## config.mk

```make
export PLATFORM = sky130hd
export DESIGN_NAME = clkdiv_speed_ctrl
export DESIGN_NICKNAME = d
export VERILOG_FILES = /design/src/rtl/clkdiv_speed_ctrl.sv
export SDC_FILE = /design/constraint.sdc
export NUM_CORES = 1
export LEC_CHECK = 0
export BUFFER_PORTS_ARGS = -buffer_cell sky130_fd_sc_hd__buf_4
export CAP_MARGIN = 5
export CELL_PAD_IN_SITES_DETAIL_PLACEMENT = 1
export CELL_PAD_IN_SITES_GLOBAL_PLACEMENT = 2
export CORE_ASPECT_RATIO = 1.75
export CORE_MARGIN = 1
export CORE_UTILIZATION = 37
export DETAILED_ROUTE_END_ITERATION = 7
export GPL_TIMING_DRIVEN = 0
export PLACE_DENSITY = 0.89
export SLEW_MARGIN = 20
export SYNTH_ARGS = -nofsm -noshare
export SYNTH_HDL_FRONTEND = slang
export SYNTH_SLANG_ARGS = --single-unit
```

## constraint.sdc

```tcl
create_clock -name clkin -period 3.47 [get_ports clkin]
set_input_delay 0.347 -clock clkin [delete_from_list [all_inputs] [get_ports clkin]]
set_output_delay 0.347 -clock clkin [all_outputs]
set_load 0.01 [all_outputs]
```

## src/rtl/clkdiv_speed_ctrl.sv

```systemverilog
// Speed-change controller for the divide-by-2/4 clock divider: switches div4not2 only on a
// falling edge of the divided clock, then settles before acknowledging. Optional macro: CLKDIV_SPEED_TIMEOUT_EN.
module clkdiv_speed_ctrl #(
  parameter int unsigned SETTLE_CYCLES  = 8,
  parameter int unsigned TIMEOUT_CYCLES = 16,
  parameter bit          DEFAULT_DIV4   = 1'b1
) (
  input  logic clkin,
  input  logic rst,
  input  logic req_valid,
  input  logic req_div4,
  input  logic clkout_mon,
  output logic div4not2,
  output logic req_ack,
  output logic busy,
  output logic err
);

  typedef enum logic [1:0] {IDLE, WAIT_EDGE, SETTLE, ACK} state_t;

  localparam logic [7:0] SETTLE_LOAD = 8'(SETTLE_CYCLES);

  state_t     state;
  logic       mon_prev;
  logic       ack_prev;
  logic       target_div4;
  logic [7:0] settle_cnt;
  logic       safe_edge;
  logic       timeout_hit;

  // A falling edge of the divided clock is the only point where the divider can change ratio cleanly.
  assign safe_edge = mon_prev & ~clkout_mon;

`ifdef CLKDIV_SPEED_TIMEOUT_EN
  localparam logic [7:0] TIMEOUT_LAST = 8'(TIMEOUT_CYCLES - 1);

  logic [7:0] timeout_cnt;

  assign timeout_hit = (state == WAIT_EDGE) && (timeout_cnt == TIMEOUT_LAST);

  always_ff @(posedge clkin) begin
    if (rst) begin
      timeout_cnt <= '0;
      err         <= 1'b0;
    end else begin
      if (state != WAIT_EDGE) begin
        timeout_cnt <= '0;
      end else if (timeout_cnt != 8'hFF) begin
        timeout_cnt <= timeout_cnt + 8'd1;
      end
      // A safe edge in the timeout cycle means the switch was not forced.
      if (timeout_hit && !safe_edge) begin
        err <= 1'b1;
      end
    end
  end
`else
  logic unused_timeout;

  assign unused_timeout = ^8'(TIMEOUT_CYCLES);
  assign timeout_hit    = 1'b0;
  assign err            = 1'b0;
`endif

  // NOTE: all state uses non-blocking assignments so every register samples pre-edge values.
  always_ff @(posedge clkin) begin
    if (rst) begin
      state       <= IDLE;
      div4not2    <= DEFAULT_DIV4;
      target_div4 <= DEFAULT_DIV4;
      req_ack     <= 1'b0;
      busy        <= 1'b0;
      mon_prev    <= 1'b0;
      ack_prev    <= 1'b0;
      settle_cnt  <= '0;
    end else begin
      mon_prev <= clkout_mon;
      ack_prev <= req_ack;
      req_ack  <= 1'b0;
      case (state)
        IDLE: begin
          // The cycle right after an ack ignores req_valid so a late-dropping requester is not re-accepted.
          if (req_valid && !ack_prev) begin
            busy <= 1'b1;
            if (req_div4 == div4not2) begin
              state   <= ACK;
              req_ack <= 1'b1;
            end else begin
              target_div4 <= req_div4;
              state       <= WAIT_EDGE;
            end
          end
        end
        WAIT_EDGE: begin
          if (safe_edge || timeout_hit) begin
            div4not2   <= target_div4;
            settle_cnt <= SETTLE_LOAD;
            state      <= SETTLE;
          end
        end
        SETTLE: begin
          if (settle_cnt != 8'd0) begin
            settle_cnt <= settle_cnt - 8'd1;
          end
          if (settle_cnt <= 8'd1) begin
            state   <= ACK;
            req_ack <= 1'b1;
          end
        end
        ACK: begin
          state <= IDLE;
          busy  <= 1'b0;
        end
        default: state <= IDLE;
      endcase
    end
  end

endmodule

```

-- Word level (Yosys, flattened, before mapping)
Cells that the tools add are included.
- multiplexer cells: 14
- add/sub/neg operators: 1
- reductions and logical operators: 11
- eq/ne operators: 8
- bitwise logic cells: 3
- $lt $le $gt $ge: 1
- operator list (operator ; number):
    $mux 8 ; 2
    $pmux 8 s2 ; 1
    $reduce_and 3->1 ; 3
    $le 8x1->1 const B ; 1
    $mux 2 ; 4
    $ne 2x2->1 const B ; 4
    $pmux 2 s4 ; 1
    $reduce_bool 8->1 ; 1
    $sub 8x1->8 const B ; 1
    $eq 2x2->1 const B ; 2
    $mux 1 ; 4
    $pmux 1 s2 ; 2
    $reduce_and 2->1 ; 2
    $reduce_bool 2->1 ; 2
    $eq 2x1->1 const B ; 1
    $logic_not 2->1 ; 1
    $not 1->1 ; 2
    $and 1x1->1 ; 1
    $eq 1x1->1 ; 1
    $logic_and 1x1->1 ; 1
    $logic_not 1->1 ; 1
- flip-flop bits (word level): 16
- logic and storage cells: 46
- output and inout port bits: 4
- input port bits: 5

-- Logic depth before layout (Yosys ltp)
Gate-level depths: netlist of run 1.
- depth after elaboration: 4
- depth in mapped cells: 7
- depth with buffers taken out: 6

-- Least setup slack after synthesis of run 1
No wires, ideal clock.
- kind: register to register
- start point: register settle_cnt[0]
- end point: register settle_cnt[6]
- setup slack: 1732 ps
- period minus slack after synthesis: 1738 ps
- cell stages (with the launch flop): 7
- arrival: 1604 ps
- setup time: 134 ps
- cells stage by stage: dfxtp_1 inv_1 ha_1 or3b_1 or3_1 o311ai_0 o31ai_1
- cells in the longest elaborated chain, start to end: 3
- elaborated cells on any way between the ends: 6
- RTL lines (item ; line ; text):
    start, declared ; 27 ; logic [7:0] settle_cnt;
    start signal, assigned ; 103 ; settle_cnt <= settle_cnt - 8'd1;
    $sub 8x1->8 / $reduce_bool 8->1 (equally long branches) ; 103, 102 ;
    $mux 8 / $ne 2x2->1 (equally long branches) ; - ;
    $pmux 8 s2 / $reduce_and 3->1 (equally long branches) ; - ;
Several ways; a longest one is shown, not always the timed one. The select of a mux whose other input is x is not followed.
A chain may end at the register's enable or synchronous reset.

-- Worst setup path in the final report of run 1
Same ends and word-level chain as after synthesis.

==> results of run 1 <==
-- critical path, cell delays in order, from the launching register on --
cell and delay, ns:
dfxtp_1 0.34, inv_1 0.10, ha_1 0.23, or3b_1 0.40, or3_1 0.35, o311ai_0 0.31, o31ai_1 0.12
-- placed cells by master (no fill, tap or decap), drive strengths merged, types with 2 or more instances in the layout --
master and count:
dfxtp 16, inv 9, buf 9, a21oi 7, nor2 7, or3 7
ha 6, clkbuf 6, nand2 5, o31ai 4, mux2i 4, nor2b 3
or4 3, nand2b 2, nor4 2, a31oi 2, o311ai 2, nor3 2
nand3 2, o21ai 2
-- sequential cells by signal (all words and copies together) (netlist names) --
| register | flops |
|---|---|
| div4not2 | 1 |
| req_ack | 1 |
| target_div4 | 1 |
| state | 2 |
| settle_cnt | 8 |
| ack_prev | 1 |
| busy | 1 |
| mon_prev | 1 |
-- stage by stage --
stage	hold WS, ns	instances	setup slack, ns
after detailed placement	0.471	139	1.53
after global routing	0.337	143	1.43
final	0.316	143	1.51
after CTS	0.319	143	1.49
after floorplan	0.419	107	1.73
after global placement	0.466	139	1.65
-- path summary, 6_finish.rpt --
check | depth (start not counted) | to | slack, ns | start
min reg2reg | 1 | ack_prev | 0.48 | req_ack
max reg2reg | 6 | settle_cnt[6] | 1.51 | settle_cnt[0]
min | 2 | mon_prev | 0.32 | clkout_mon
max | 6 | settle_cnt[6] | 1.51 | settle_cnt[0]
-- cell type report --
cell class / count / area share
well taps: 25 / 0.0290
inverters: 9 / 0.0313
repair buffers: 7 / 0.0487
plain buffers: 4 / 0.0186
multi-input cells: 78 / 0.524
flip-flops and latches: 16 / 0.297
clock buffers: 4 / 0.0510
-- logic make-up (layout without fill, tap and decap cells) --
logic type / after synthesis / in the layout / share of synthesized area
fa+ha+maj: 6 / 6 / 0.0799
compound gates: 25 / 25 / 0.204
mux: 4 / 4 / 0.0426
buf+inv: 13 / 24 / 0.0573
simple gates: 41 / 41 / 0.262
other cells: 1 / 1 / 0.00399
xor+xnor: 1 / 1 / 0.00932
flops: 16 / 16 / 0.341
-- routing by layer --
layer | wire (um) | vias to the layer above
li1 | - | 412
met1 | 943 | 424
met2 | 1390 | 17
met3 | 44 | 11
met4 | 105 | 0
met5 | 0 | -
-- where the power goes --
group	internal, mW	total (mW)	switching (mW)	leakage (nW)
Clock	0.101	0.173	0.0721	0.0288
Sequential	0.230	0.283	0.0529	0.131
Combinational	0.183	0.417	0.234	0.288
==> metrics.cfg, run 1 <==
[global_routing]
grt_util_all_layers=0.217
grt_antenna_before_repair=0
grt_overflow=0
met3_usage=0.0288
grt_pass1_wl_um=4060
grt_max_degree=11
busiest_layer=met2
grt_pass1_vias=953
grt_util_met2=0.399
met1_usage=0.191

[worst_hold_path]
hp-class=input port to flop

[job]
max_cap_viol_count=0

[logic_synthesis]
ys_ff_latch=16
async_flop_share=0
syn_area_um2=940
synth_area_leaders=dfxtp_1 (34%), ha_1 (8.0%), mux2i_1 (4.3%)
synth_nets=118
yosysMostFrequentCell=dfxtp_1
synth_largest_area_cell=dfxtp_1
yosysSeqAreaShare=0.341
yosys.area.top_type_share=0.341
avgSynthCellArea_um2=8.78
synth_edf_count=0
yosysUniqueCellTypes=42
synthTopCellsByCount=dfxtp_1 (16), inv_1 (9), a21oi_1 (7), nor2_1 (7)
synthCells=107
ys_warn_count=0
synth_ff_type=dfxtp_1

[die]
start_util=0.403
die_h_um=68.7
die_w_um=40.1
io_pins=9
die-area_um2=2750
rows=23
core_area_um2=2330

[clocking]
cts_tree=done
numCtsBuffers=3
htreeDepth=1
cts-root-buf=clkbuf_8
ctsHoldBuffers=0
cts.sinks=16
clk_latency_ns=0.26
path_clk_slew_ns=0.07
post_cts_buffers=0
postCtsResizedCells=0
cts_max_path_buffers=2

[placement]
globalplace.congestion=0.723
dp_hpwl_um=1850
io_buffers=7
post_dp_cell_area_um2=1020

[pwr]
powerDensity_nw_per_um2=810
p_leak_nw=0.448
power_uw=873
irDropWorstVdd_mv=0.313

[worst_setup_path]
path_class=flop to flop
cp_max_fo=4
cp.arrival_ns=2.10
critPathRequiredTime_ns=3.61
end_kind=flop
cp-start-kind=flop

[layout]
diodes=0
multi_input_area_um2=566
stdcell_area_um2=1080
utilization=0.463
syn_to_final_growth_pct=14.8
nNetsFinal=130
fillCellCount=284
post_route_cells_drive_above_1_share=0.169
seq_area_um2=320

[detailed_routing]
drt_iter0_drc=11
routedWlPerCell_um=17.3
vias_per_cell=6.04
first_pass_iters=4
vias=864
finalWirelength_um=2480
drc=0
ant_nets=0

[sta]
slew_headroom=0.627
fmax_mhz=510
finalSetupTns_ns=0
hold_viol=0
finalCritPeriodShare=0.566
slew_violations=0
setup_viol=0
min_period_ns=1.96
tightest_slew_ns=0.554
finClkSkew_ns=0.00250
rsz0062_at_grt=false

[run_status]
status=completed

Power figures use the tool's default switching activity.
==> run 2, diff against run 1 <==
- CORE_UTILIZATION: 37 -> 35
- PLACE_DENSITY: 0.89 -> 0.86
- clock period: 3.47 -> 1.9 ns (I/O delays scaled with it)
==> run 2 against run 1 <==
Against the previous run:
- clock skew is 0.0046 ns higher
- first-iteration DRC count is 27% higher
- critical path depth stayed put
==> metrics.cfg, run 2 (synthesis results as in run 1) <==
[global_routing]
grt_antenna_before_repair=0
grt_pass1_vias=947
grt_max_degree=11
grt_pass1_wl_um=4100
grt_util_all_layers=0.199
grt_overflow=0

[sta]
hold_viol=0
fmax_mhz=545
rsz0062_at_grt=true
finalCritPeriodShare=0.965
finalSetupTns_ns=0
hold_slack_ns=0.170
tightest_slew_ns=0.576
slew_violations=0
setup_viol=0
finClkSkew_ns=0.00713
min_period_ns=1.83
slew_headroom=0.613

[worst_setup_path]
cpLargestDelayFamily=simple AND/OR/NAND/NOR gates
slowest_stage=or3b_1
critPathRequiredTime_ns=2.03
path_class=flop to flop
crit_chain=inv_1, ha_2, or3b_1, or3_1, o311ai_1, o31ai_1
cp_max_fo=4
end_kind=flop
cp.arrival_ns=1.97
cp-start-kind=flop
cpPeakStageDelay_ns=0.39
path_buf_inv=1

[placement]
place_inst=140
globalplace.congestion=0.705
dp_hpwl_um=1930
io_buffers=7

[clocking]
clk_latency_ns=0.26
cts_tree=done
ctsHoldBuffers=0
numCtsBuffers=3
cts_max_path_buffers=2
cts.sinks=16
htreeDepth=1
path_clk_slew_ns=0.07
cts-root-buf=clkbuf_8

[layout]
nNetsFinal=130
regMostFlops=settle_cnt
most-common-layout-cells=dfxtp_1 (13), inv_1 (9), buf_4 (9)
top_regs=settle_cnt (8), state (2)
final_cells=144
post_route_cells_drive_above_1_share=0.212
diodes=0
largest_reg_flops=8
final_common_cell=dfxtp_1
syn_to_final_growth_pct=16.1

[detailed_routing]
vias=869
finalWirelength_um=2490
vias_per_cell=6.03
first_pass_iters=4
drt_iter0_drc=14
drc=0
ant_nets=0
routedWlPerCell_um=17.3

[pwr]
seqPwrFrac=0.325
power_frac_clock=0.195
irDropWorstVdd_mv=0.680
p_leak_nw=0.449
power_mw=1.61
power.switching_uw=655
switching_share=0.408
p_int_uw=950
powerDensity_nw_per_um2=1470
comb_power_share=0.480

[worst_hold_path]
hp-class=input port to flop

[die]
io_pins=9
rows=24
start_util=0.373
core_area_um2=2520
die_h_um=70.5
die-area_um2=2900
die_w_um=41.2

[run_status]
status=completed

[job]
max_cap_viol_count=0

[run 2: cell count changes in the layout (fill, tap and decap cells not counted)]
| cell | change |
|---|---|
| buf_2 | -1 |
| o311ai_1 | +1 |
| nor2_2 | +1 |
| buf_4 | +1 |
| dfxtp_1 | -3 |
| dfxtp_2 | +3 |
| ha_2 | +1 |
| nor2_1 | -1 |
| o311ai_0 | -1 |
| ha_1 | -1 |
[run 2: stage by stage]
stage	utilization	area, um^2	setup WS [ns]
after global routing	0.433	1090	-0.0645
after global placement	0.406	1020	0.0775
after detailed placement	0.406	1020	-0.0321
after floorplan	-	940	0.162
final	0.433	1090	0.0657
after CTS	0.428	1080	0.0127
[run 2: final timing paths]
| path | start | to | slack (ns) | depth (start not counted) |
|---|---|---|---|---|
| min reg2reg | req_ack | ack_prev | 0.47 | 1 |
| max reg2reg | settle_cnt[1] | settle_cnt[6] | 0.07 | 6 |
| max | settle_cnt[1] | settle_cnt[6] | 0.07 | 6 |
| min | clkout_mon | mon_prev | 0.17 | 2 |
[run 2: power by group through the flow]
| stage | Clock [mW] | Combinational (mW) | Sequential [mW] |
|---|---|---|---|
| 2_1_floorplan | 0 | 0.570 | 0.500 |
| 3_3_place_gp | 0 | 0.716 | 0.513 |
| 3_5_place_dp | 0 | 0.757 | 0.521 |
| 4_1_cts | 0.320 | 0.765 | 0.515 |
| 5_1_grt | 0.331 | 0.843 | 0.533 |
| 6_report | 0.313 | 0.770 | 0.521 |
[run 2: cell type report]
class                           count  area [um^2]
Sequential cell                    16          324
Multi-Input combinational cell     78          571
Tap cell                           26         32.5
Buffer                              4         22.5
Clock buffer                        4         55.1
Fill cell                         320         1430
Timing Repair Buffer                7         52.6
Inverter                            9         33.8
[run 2: repair_timing]
item                                    CTS  global route
endpoints found under the setup margin    1             3
setup buffers                             0             0
pin swaps                                 0             1
resized for setup                         1             7
[run 2: metal layers]
metal  track usage  routed length, um  vias up
li1              -                  -      413
met1         0.213                940      442
met2         0.363               1460        9
met3        0.0188                 37        5
met4        0.0753                 55        0
met5             0                  0        -
